--- src/rtl/qsgmii_cfg_pkg.sv ---
// Shared constants, speed codes and restart FSM states for the QSGMII link supervisor.
// Pure declarations; no latency or flow-control behaviour.
package qsgmii_cfg_pkg;

    localparam logic [5:0]  CFG_VECTOR    = 6'h30;
    localparam logic [15:0] AN_ADV_VECTOR = 16'h0021;

    localparam logic [1:0] SPEED_1G  = 2'b10;
    localparam logic [1:0] SPEED_100 = 2'b01;
    localparam logic [1:0] SPEED_10  = 2'b00;
    localparam logic [1:0] SPEED_BAD = 2'b11;

    typedef enum logic [1:0] {
        IDLE,
        PULSE,
        HOLDOFF
    } restart_state_t;

endpackage

--- src/rtl/qsgmii_speed_debounce.sv ---
// One channel's speed debounce: a new legal code commits after STABLE_CYCLES stable samples.
// Input-to-output latency is STABLE_CYCLES+1 edges; no backpressure.
module qsgmii_speed_debounce
    import qsgmii_cfg_pkg::*;
#(
    parameter int STABLE_CYCLES = 1024
) (
    input  logic       clk,
    input  logic       reset,
    input  logic [1:0] speed,
    output logic [1:0] committed
);

    localparam int CW = $clog2(STABLE_CYCLES + 1);

    logic [1:0]    sample_q;
    logic [1:0]    prev_q;
    logic [1:0]    committed_q;
    logic [CW-1:0] cnt_q;

    always_ff @(posedge clk) begin
        if (reset) begin
            sample_q    <= SPEED_1G;
            prev_q      <= SPEED_1G;
            committed_q <= SPEED_1G;
            cnt_q       <= '0;
        end else begin
            sample_q <= speed;
            prev_q   <= sample_q;
            if (sample_q == committed_q || sample_q == SPEED_BAD || sample_q != prev_q) begin
                cnt_q <= '0;
            end else if (cnt_q == CW'(STABLE_CYCLES - 2)) begin
                // The counter would reach STABLE_CYCLES-1 here: commit instead.
                committed_q <= sample_q;
                cnt_q       <= '0;
            end else begin
                cnt_q <= cnt_q + CW'(1);
            end
        end
    end

    assign committed = committed_q;

endmodule

--- src/rtl/qsgmii_link_supervisor.sv ---
// Debounces per-channel speeds and restarts AN on cores whose channels stay down, round-robin.
// Speed out STABLE_CYCLES+1 edges after input; restart pulse LINK_TIMEOUT+2 edges after last drop; no backpressure.
module qsgmii_link_supervisor
    import qsgmii_cfg_pkg::*;
#(
    parameter int NUM_CORES      = 6,
    parameter int CH_PER_CORE    = 4,
    parameter int STABLE_CYCLES  = 1024,
    parameter int LINK_TIMEOUT   = 1250000,
    parameter int RESTART_PULSE  = 16,
    parameter int HOLDOFF_CYCLES = 125000,
    parameter int NCH            = NUM_CORES * CH_PER_CORE
) (
    input  logic                 clk,
    input  logic                 reset,
    input  logic [2*NCH-1:0]     status_speed_in,
    input  logic [NCH-1:0]       status_link_in,
    output logic [NCH-1:0]       speed_is_10_100,
    output logic [NCH-1:0]       speed_is_100,
    output logic [NUM_CORES-1:0] an_restart_config,
    output logic [5:0]           configuration_vector,
    output logic [15:0]          an_adv_config_vector,
    output logic                 signal_detect,
    output logic [NCH-1:0]       link_up
);

    localparam int TW = $clog2(LINK_TIMEOUT + 1);
    localparam int PW = $clog2(RESTART_PULSE + 1);
    localparam int HW = $clog2(HOLDOFF_CYCLES + 1);
    localparam int CW = (PW > HW) ? PW : HW;
    localparam int GW = $clog2(NUM_CORES + 1);

    assign configuration_vector = CFG_VECTOR;
    assign an_adv_config_vector = AN_ADV_VECTOR;
    assign signal_detect        = 1'b1;

    for (genvar n = 0; n < NCH; n++) begin : g_ch
        logic [1:0] spd;
        qsgmii_speed_debounce #(.STABLE_CYCLES(STABLE_CYCLES)) u_debounce (
            .clk       (clk),
            .reset     (reset),
            .speed     (status_speed_in[2*n +: 2]),
            .committed (spd)
        );
        assign speed_is_10_100[n] = ~spd[1];
        assign speed_is_100[n]    = spd[0];
    end

    logic [NCH-1:0]       link_q;
    logic [NUM_CORES-1:0] core_up;
    logic [TW-1:0]        timer_q [NUM_CORES];
    logic [NUM_CORES-1:0] pending_q;
    restart_state_t       state_q;
    logic [GW-1:0]        last_grant_q;
    logic [CW-1:0]        cnt_q;
    logic                 grant_found;
    logic [GW-1:0]        grant_idx;
    logic                 grant_take;

    always_ff @(posedge clk) begin
        if (reset) link_q <= '0;
        else       link_q <= status_link_in;
    end

    assign link_up = link_q;

    always_comb begin
        for (int c = 0; c < NUM_CORES; c++) begin
            core_up[c] = |link_q[c*CH_PER_CORE +: CH_PER_CORE];
        end
    end

    // First pending core strictly after the last one served.
    always_comb begin
        int idx;
        idx         = 0;
        grant_found = 1'b0;
        grant_idx   = '0;
        for (int i = 1; i <= NUM_CORES; i++) begin
            idx = int'(last_grant_q) + i;
            if (idx >= NUM_CORES) idx = idx - NUM_CORES;
            if (!grant_found && pending_q[idx]) begin
                grant_found = 1'b1;
                grant_idx   = GW'(idx);
            end
        end
    end

    assign grant_take = (state_q == IDLE) && grant_found;

    always_ff @(posedge clk) begin
        if (reset) begin
            pending_q <= '0;
            for (int c = 0; c < NUM_CORES; c++) timer_q[c] <= '0;
        end else begin
            for (int c = 0; c < NUM_CORES; c++) begin
                if (core_up[c]) begin
                    timer_q[c]   <= '0;
                    pending_q[c] <= 1'b0;
                end else if (state_q == HOLDOFF && last_grant_q == GW'(c)) begin
                    timer_q[c] <= '0;
                end else begin
                    if (grant_take && grant_idx == GW'(c)) pending_q[c] <= 1'b0;
                    if (timer_q[c] == TW'(LINK_TIMEOUT - 1)) begin
                        timer_q[c]   <= '0;
                        pending_q[c] <= 1'b1;
                    end else begin
                        timer_q[c] <= timer_q[c] + TW'(1);
                    end
                end
            end
        end
    end

    // last_grant_q doubles as the core being served while in PULSE/HOLDOFF.
    always_ff @(posedge clk) begin
        if (reset) begin
            state_q           <= IDLE;
            last_grant_q      <= GW'(NUM_CORES - 1);
            cnt_q             <= '0;
            an_restart_config <= '0;
        end else begin
            case (state_q)
                IDLE: begin
                    if (grant_found) begin
                        last_grant_q      <= grant_idx;
                        cnt_q             <= CW'(RESTART_PULSE - 1);
                        an_restart_config <= NUM_CORES'(1) << grant_idx;
                        state_q           <= PULSE;
                    end
                end
                PULSE: begin
                    if (cnt_q == '0) begin
                        an_restart_config <= '0;
                        cnt_q             <= CW'(HOLDOFF_CYCLES - 1);
                        state_q           <= HOLDOFF;
                    end else begin
                        cnt_q <= cnt_q - CW'(1);
                    end
                end
                HOLDOFF: begin
                    if (cnt_q == '0) state_q <= IDLE;
                    else             cnt_q   <= cnt_q - CW'(1);
                end
                default: begin
                    an_restart_config <= '0;
                    state_q           <= IDLE;
                end
            endcase
        end
    end

endmodule
--- config.mk ---
export PLATFORM = sky130hd
export DESIGN_NAME = qsgmii_link_supervisor
export DESIGN_NICKNAME = d
export VERILOG_FILES = /design/src/rtl/qsgmii_cfg_pkg.sv /design/src/rtl/qsgmii_speed_debounce.sv /design/src/rtl/qsgmii_link_supervisor.sv
export SDC_FILE = /design/constraint.sdc
export NUM_CORES = 1
export LEC_CHECK = 0
export CELL_PAD_IN_SITES_DETAIL_PLACEMENT = 1
export CELL_PAD_IN_SITES_GLOBAL_PLACEMENT = 2
export CORE_UTILIZATION = 44
export DETAILED_ROUTE_END_ITERATION = 8
export DONT_BUFFER_PORTS = 1
export GPL_TIMING_DRIVEN = 1
export PLACE_DENSITY = 0.89
export SETUP_SLACK_MARGIN = 0.2
export SLEW_MARGIN = 10
export SYNTH_ARGS = -nofsm -noshare
export SYNTH_HDL_FRONTEND = slang
export SYNTH_SLANG_ARGS = --single-unit
--- constraint.sdc ---
create_clock -name clk -period 6.3 [get_ports clk]
set_input_delay 0.63 -clock clk [delete_from_list [all_inputs] [get_ports clk]]
set_output_delay 0.63 -clock clk [all_outputs]
set_load 0.01 [all_outputs]
After elaboration in Yosys (flattened, before gate mapping) --
Memories as Yosys holds them, arrays and structs flattened. Index checks and enable logic that the tools add are counted.
Operators by class: reduce and logical (&&, ||, !) cells 152, add/sub/neg operators 43, bitwise gates (word level) 79, order comparisons 12, shift-type cells 1, multiplexer cells 187, eq/ne operators 118
Operator list (number):
- $mux 21 | 24
- $add 11x1->11 const B | 24
- $eq 11x10->1 const B | 24
- $lt 32x5->1 const B | 6
- $mux 32 | 6
- $mux 1 | 134
- $add 21x1->21 const B | 6
- $eq 21x21->1 const B | 6
- $reduce_or 3->1 | 24
- $reduce_and 2->1 | 31
- $not 1->1 | 55
- $mux 17 | 3
- $pmux 17 s3 | 1
- $eq 2x2->1 const B | 25
- $eq 2x2->1 | 24
- $logic_or 1x1->1 | 48
- $ne 2x2->1 | 24
- $reduce_or 5->1 | 6
- $sub 4x3->5 const B | 6
- $ge 4x3->1 const B | 6
- $or 1x1->1 | 24
- $reduce_or 4->1 | 6
- $bmux 1 s3 | 6
- $logic_and 1x1->1 | 18
- 23 further kinds | 55
Word-level totals: bits in registers 466, word-level logic and storage cells 700, memories kept 1, RAM bits 126, output and inout bits 101
Memory list:
- timer_q | words 6, width 21, rd ports 6, clocked after Yosys merged registers in 0, write ports 6, line qsgmii_link_supervisor.sv:51 | logic [TW-1:0] timer_q [NUM_CORES];

Longest topological paths before layout --
depth after elaboration 26, mapped depth 16, depth with buffers taken out 13

Hierarchy --
Synthesis repeated with hierarchy kept, for this count alone.
Second synthesis, totals: cells, all modules 3017, area, all modules 28523.6 µm²
By module, submodules not included:
- qsgmii_speed_debounce (g_ch[0].u_debounce ...) | cells each 80, seq. area each 340.3 µm², area an instance 754.5 µm², instances 21
- qsgmii_link_supervisor | cells each 1096, seq. area each 4944.7 µm², area an instance 10421.2 µm², instances 1
- qsgmii_speed_debounce (g_ch[8].u_debounce) | cells each 80, seq. area each 340.3 µm², area an instance 764.5 µm², instances 1
- qsgmii_speed_debounce (g_ch[9].u_debounce) | cells each 81, seq. area each 340.3 µm², area an instance 757.0 µm², instances 1
- qsgmii_speed_debounce (g_ch[7].u_debounce) | cells each 80, seq. area each 340.3 µm², area an instance 737.0 µm², instances 1

Worst setup path after synthesis --
OpenSTA, ideal clock, no wires.
path type register to register, from reg last_grant_q[0], to reg last_grant_q[0], library setup time 120 ps, clock period less this slack 3653 ps, arrival 3533 ps, stages on the path, launching flop included 16, setup slack 2647 ps, required time 6180 ps, buffers on the path 2, cell sequence dfxtp_1 buf_4 buf_4 inv_1 ha_1 xnor2_1 ha_1 or2_2 a2bb2oi_1 o221ai_1 nor2_1 or3_1 o2111a_1 a21oi_2 nor2_1 a211o_1
On the way: word-level cells in the longest chain between the ends 23, elaborated cells between the ends (all ways) 65, those cells by class add/sub (12); order compare (6); mux (36); reduce/logical (11)
Ends and longest elaborated chain:
- from (decl) | line qsgmii_link_supervisor.sv:54 | logic [GW-1:0] last_grant_q;
- from (signal assigned) | line qsgmii_link_supervisor.sv:119 | last_grant_q <= GW'(NUM_CORES - 1);
- from (signal assigned) | line qsgmii_link_supervisor.sv:126 | last_grant_q <= grant_idx;
- $add 3x1->4 | line qsgmii_link_supervisor.sv:80 | idx = int'(last_grant_q) + i;
- $sub 4x3->5 or $ge 4x3->1 (tied branches) | line qsgmii_link_supervisor.sv:81 | if (idx >= NUM_CORES) idx = idx - NUM_CORES;
- $mux 32 | line qsgmii_link_supervisor.sv:81
- $bmux 1 s3 | line qsgmii_link_supervisor.sv:82 | if (!grant_found && pending_q[idx]) begin
- $mux 1 (not written as such) (2 in a row) | line qsgmii_link_supervisor.sv:82
- $mux 1 | line qsgmii_link_supervisor.sv:82
- $logic_not 1->1 | line qsgmii_link_supervisor.sv:82
- $logic_and 1x1->1 | line qsgmii_link_supervisor.sv:82
- [6 not listed]
- $mux 1 | line qsgmii_link_supervisor.sv:82
- $logic_not 1->1 | line qsgmii_link_supervisor.sv:82
- $logic_and 1x1->1 | line qsgmii_link_supervisor.sv:82
- $mux 1 | line qsgmii_link_supervisor.sv:82
- $logic_not 1->1 | line qsgmii_link_supervisor.sv:82
- $logic_and 1x1->1 | line qsgmii_link_supervisor.sv:82
- $mux 1 | line qsgmii_link_supervisor.sv:82
- $reduce_and 2->1 (no source line)
Several ways; a longest one is shown, not always the timed one. The select of a mux whose other input is x is not followed. A chain may end at the register's enable or synchronous reset.

Final worst setup path --
from reg last_grant_q[1], to reg cnt_q[5]
On the way: word-level cells in the longest chain between the ends 24, elaborated cells between the ends (all ways) 60, those cells by class add/sub (12); order compare (6); eq/ne (1); mux (30); reduce/logical (11)
Ends and longest elaborated chain:
- $add 3x1->4 | line qsgmii_link_supervisor.sv:80
- $sub 4x3->5 or $ge 4x3->1 (tied branches) | line qsgmii_link_supervisor.sv:81
- $mux 32 | line qsgmii_link_supervisor.sv:81
- $bmux 1 s3 | line qsgmii_link_supervisor.sv:82
- $mux 1 (not written as such) (2 in a row) | line qsgmii_link_supervisor.sv:82
- $mux 1 | line qsgmii_link_supervisor.sv:82
- $logic_not 1->1 | line qsgmii_link_supervisor.sv:82
- $logic_and 1x1->1 | line qsgmii_link_supervisor.sv:82
- [7 not listed]
- $logic_not 1->1 | line qsgmii_link_supervisor.sv:82
- $logic_and 1x1->1 | line qsgmii_link_supervisor.sv:82
- $mux 1 | line qsgmii_link_supervisor.sv:82
- $logic_not 1->1 | line qsgmii_link_supervisor.sv:82
- $logic_and 1x1->1 | line qsgmii_link_supervisor.sv:82
- $mux 1 * | line qsgmii_link_supervisor.sv:82
- $ne 2x2->1 (no source line) *
- $reduce_and 3->1 (no source line) *
- to (signal assigned) | line qsgmii_link_supervisor.sv:127 | cnt_q <= CW'(RESTART_PULSE - 1);
- to (signal assigned) | line qsgmii_link_supervisor.sv:135 | cnt_q <= CW'(HOLDOFF_CYCLES - 1);
- to (signal assigned) | line qsgmii_link_supervisor.sv:138 | cnt_q <= cnt_q - CW'(1);
- to (decl) | line qsgmii_link_supervisor.sv:55 | logic [CW-1:0] cnt_q;
Mark *: on every way between the ends. The rest lies on a longest branch, timed or not. The select of a mux whose other input is x is not followed.

==> results.py <==
metrics = {
    "timing": {
        "max_freq_mhz": 201,
        "hold_ws_ns": 0.0979,
        "drv_slew": 0,
        "slew_headroom": 0.281,
        "finalWorstSetupSlack_ns": 1.32,
        "setup_viol": 0,
        "skew_ns": 0.0224,
        "tightest_slew_ns": 1.07,
        "hold_viol_final": 0,
        "period_needed_ns": 4.98,
        "tns_ns": 0,
        "rsz0062_at_grt": "no",
        "fin_crit_sh": 0.791,
    },
    "clocking": {
        "hold_buffers": 0,
        "clock_latency_ns": 0.60,
        "cts_setup_buffers": 0,
        "cts_tree": "built",
        "cts_max_level": 3,
        "cts_resized": 0,
        "clkSinkCount": 592,
        "cts_inserted_buffers": 68,
        "cts.clk_slew.worst_paths_ns": 0.06,
        "cts-root-buf": "clkbuf_16",
        "clockBufferDepth": 3,
    },
    "synthesis": {
        "synthTopCellsByArea": "dfxtp_1 (35%), edfxtp_1 (14%), nor2_1 (8.1%), xor2_1 (6.7%), xnor2_1 (4.1%)",
        "yosysMostFrequentCell": "nor2_1",
        "yosysUniqueCellTypes": 80,
        "yosys_register_bits": 592,
        "synth_top_area_frac": 0.350,
        "synth_top_area_cell": "dfxtp_1",
        "synthArstFlopShare": 0,
        "synth_edf_count": 126,
        "synth-main-ff-cell": "dfxtp_1",
        "ys_top_cells_by_count": "nor2_1 (576), dfxtp_1 (466), xor2_1 (204)",
        "synth_seq_area_share": 0.492,
        "synthCells": 2872,
        "netlist_area_sq_um": 26700,
        "yosysWarnings": 0,
        "syn_avg_cell_area_sq_um": 9.29,
    },
    "global_route": {
        "grt_pass1_wl_um": 97300,
        "first_global_vias": 20800,
        "track_usage": 0.188,
        "overflow": 0,
        "antenna_found_initial": 2,
        "grt_max_degree": 181,
    },
    "power": {
        "powerDensity_nw_per_um2": 301,
        "ir_drop_v": 0.000202,
        "p_leak_uw": 0.0108,
        "power_uw": 8960,
    },
    "place": {
        "gp_congestion": 0.811,
        "place_ws_ns": 1.42,
        "place_hpwl_um": 40100,
        "io_buffers": 0,
    },
    "setup_path": {
        "crit_required_ns": 6.82,
        "path_cells": "inv_1 > ha_1 > inv_2 > ha_1 > a211o_1 > a21oi_1 > o221ai_1 > nor2_1 > nor4b_1 > a31oi_2 > nand3_1 > or4_1 > a21oi_1",
        "critPathArrivalTime_ns": 5.50,
        "crit_start": "last_grant_q[1]",
        "timing.rr.start": "last_grant_q[1]",
        "crit_slowest_cell": "a31oi_2",
        "worstPathMaxFanout": 25,
        "cp_slowest_stage_delay_ns": 0.89,
        "cp_top_family": "compound AO/OA/AOI/OAI gates",
        "worstSetupPathType": "reg2reg",
        "cp_num_buf_inv": 2,
        "cp-start-kind": "register",
        "end_kind": "register",
    },
    "route": {
        "first_iter_violations": 669,
        "wire_per_inst_um": 15.0,
        "via_per_inst": 5.14,
        "vias": 19500,
        "wirelength_um": 57100,
        "firstDrtPassIters": 7,
        "drc": 0,
        "antenna_violating_nets_post_route": 0,
    },
    "die": {
        "dieWidth_um": 248,
        "ios": 175,
        "fp-row-count": 89,
        "fp.dieArea_sq_um": 61600,
        "core_sq_um": 59500,
        "die_h_um": 248,
        "start_util": 0.448,
    },
    "outcome": {
        "status": "finished clean",
    },
    "flow_run": {
        "cap_violations": 0,
    },
    "final_layout": {
        "syn2layout_area_growth_pct": 11.7,
        "drive_above_1_share": 0.0611,
        "layout.nets": 3122,
        "utilization": 0.501,
        "n_antenna_cell": 0,
    },
    "hold_path": {
        "worst_hold_path_type": "in2reg",
        "min_from": "reset",
    },
}
[sequential cells by signal, summed over array words and instances, names as in the netlist]
signal	count
g_ch.u_debounce.committed	48
g_ch.u_debounce.cnt_q	264
g_ch.u_debounce.prev_q	48
an_restart_config	6
cnt_q	17
timer_q	126
g_ch.u_debounce.sample_q	48
last_grant_q	3
state_q	2
pending_q	6
link_up	24
[kinds of logic (layout without fill, tap and decap cells)]
family	count (synthesis)	count (layout)	synth area share
muxes	38	38	0.0163
xor gates and xnor gates	328	328	0.108
buffers and inverters	217	226	0.0377
AOI/OAI and AO/OA	217	217	0.0586
and+or+nand+nor	1405	1405	0.253
other	2	149	0.000282
adders and majority gates	73	73	0.0342
DFF	592	592	0.492
[final timing paths]
| path | to | slack, ns | depth (start not counted) |
|---|---|---|---|
| setup / recovery | cnt_q[5] | 1.32 | 13 |
| hold / removal | link_up[1] | 0.1 | 1 |
| setup reg to reg | cnt_q[5] | 1.32 | 13 |
| hold reg to reg | g_ch[19].u_debounce.cnt_q[0] | 0.47 | 1 |
[per-stage QoR]
step / instances / instance area [sq um]
floorplan: 3019 / 27200
global route: 3801 / 29800
finish: 3801 / 29800
global placement: 3678 / 27600
CTS: 3801 / 29800
detailed placement: 3678 / 27600
[area by class of cell]
cell class / count / area, sq um
inverters: 101 / 379
repair buffers: 2 / 15.0
fillers: 6841 / 29700
well taps: 773 / 967
clock inverters: 17 / 113
multi-input cells: 2210 / 13100
flip-flops and latches: 592 / 13100
clock buffers: 106 / 2100
[worst register-to-register path: cells and delay by family, from the launching register on]
kind	cells	cell delay [ns]
and+or+nand+nor	4	1.33
buffers and inverters	2	0.39
AOI/OAI and AO/OA	5	1.84
DFF	1	0.57
adders and majority gates	2	0.78
[layout by cell type (no fill, tap or decap), types with 74 or more instances in the layout]
master     count
conb_1       149
dfxtp_1      466
inv_1         99
edfxtp_1     126
clkbuf_16     74
nand3_1      199
nand2_1      190
xnor2_1      124
nor2_1       576
and3_1        90
nor2b_1       99
xor2_1       204
[where the power goes]
group          leakage, uW  total, uW  internal (uW)  switching, uW
combinational      0.00458        999            379            620
sequential         0.00508       4110           3990            120
clock              0.00110       3860           2300           1560
[per-layer routing]
layer  vias to the layer above  part of all wire  track usage
li1                       9743                 -            -
met1                      9512              0.44        0.221
met2                       198              0.50        0.342
met3                        93             0.037       0.0384
met4                         0             0.023       0.0558
met5                         -                 0            0
No activity file was read; power rests on OpenSTA's default activity.
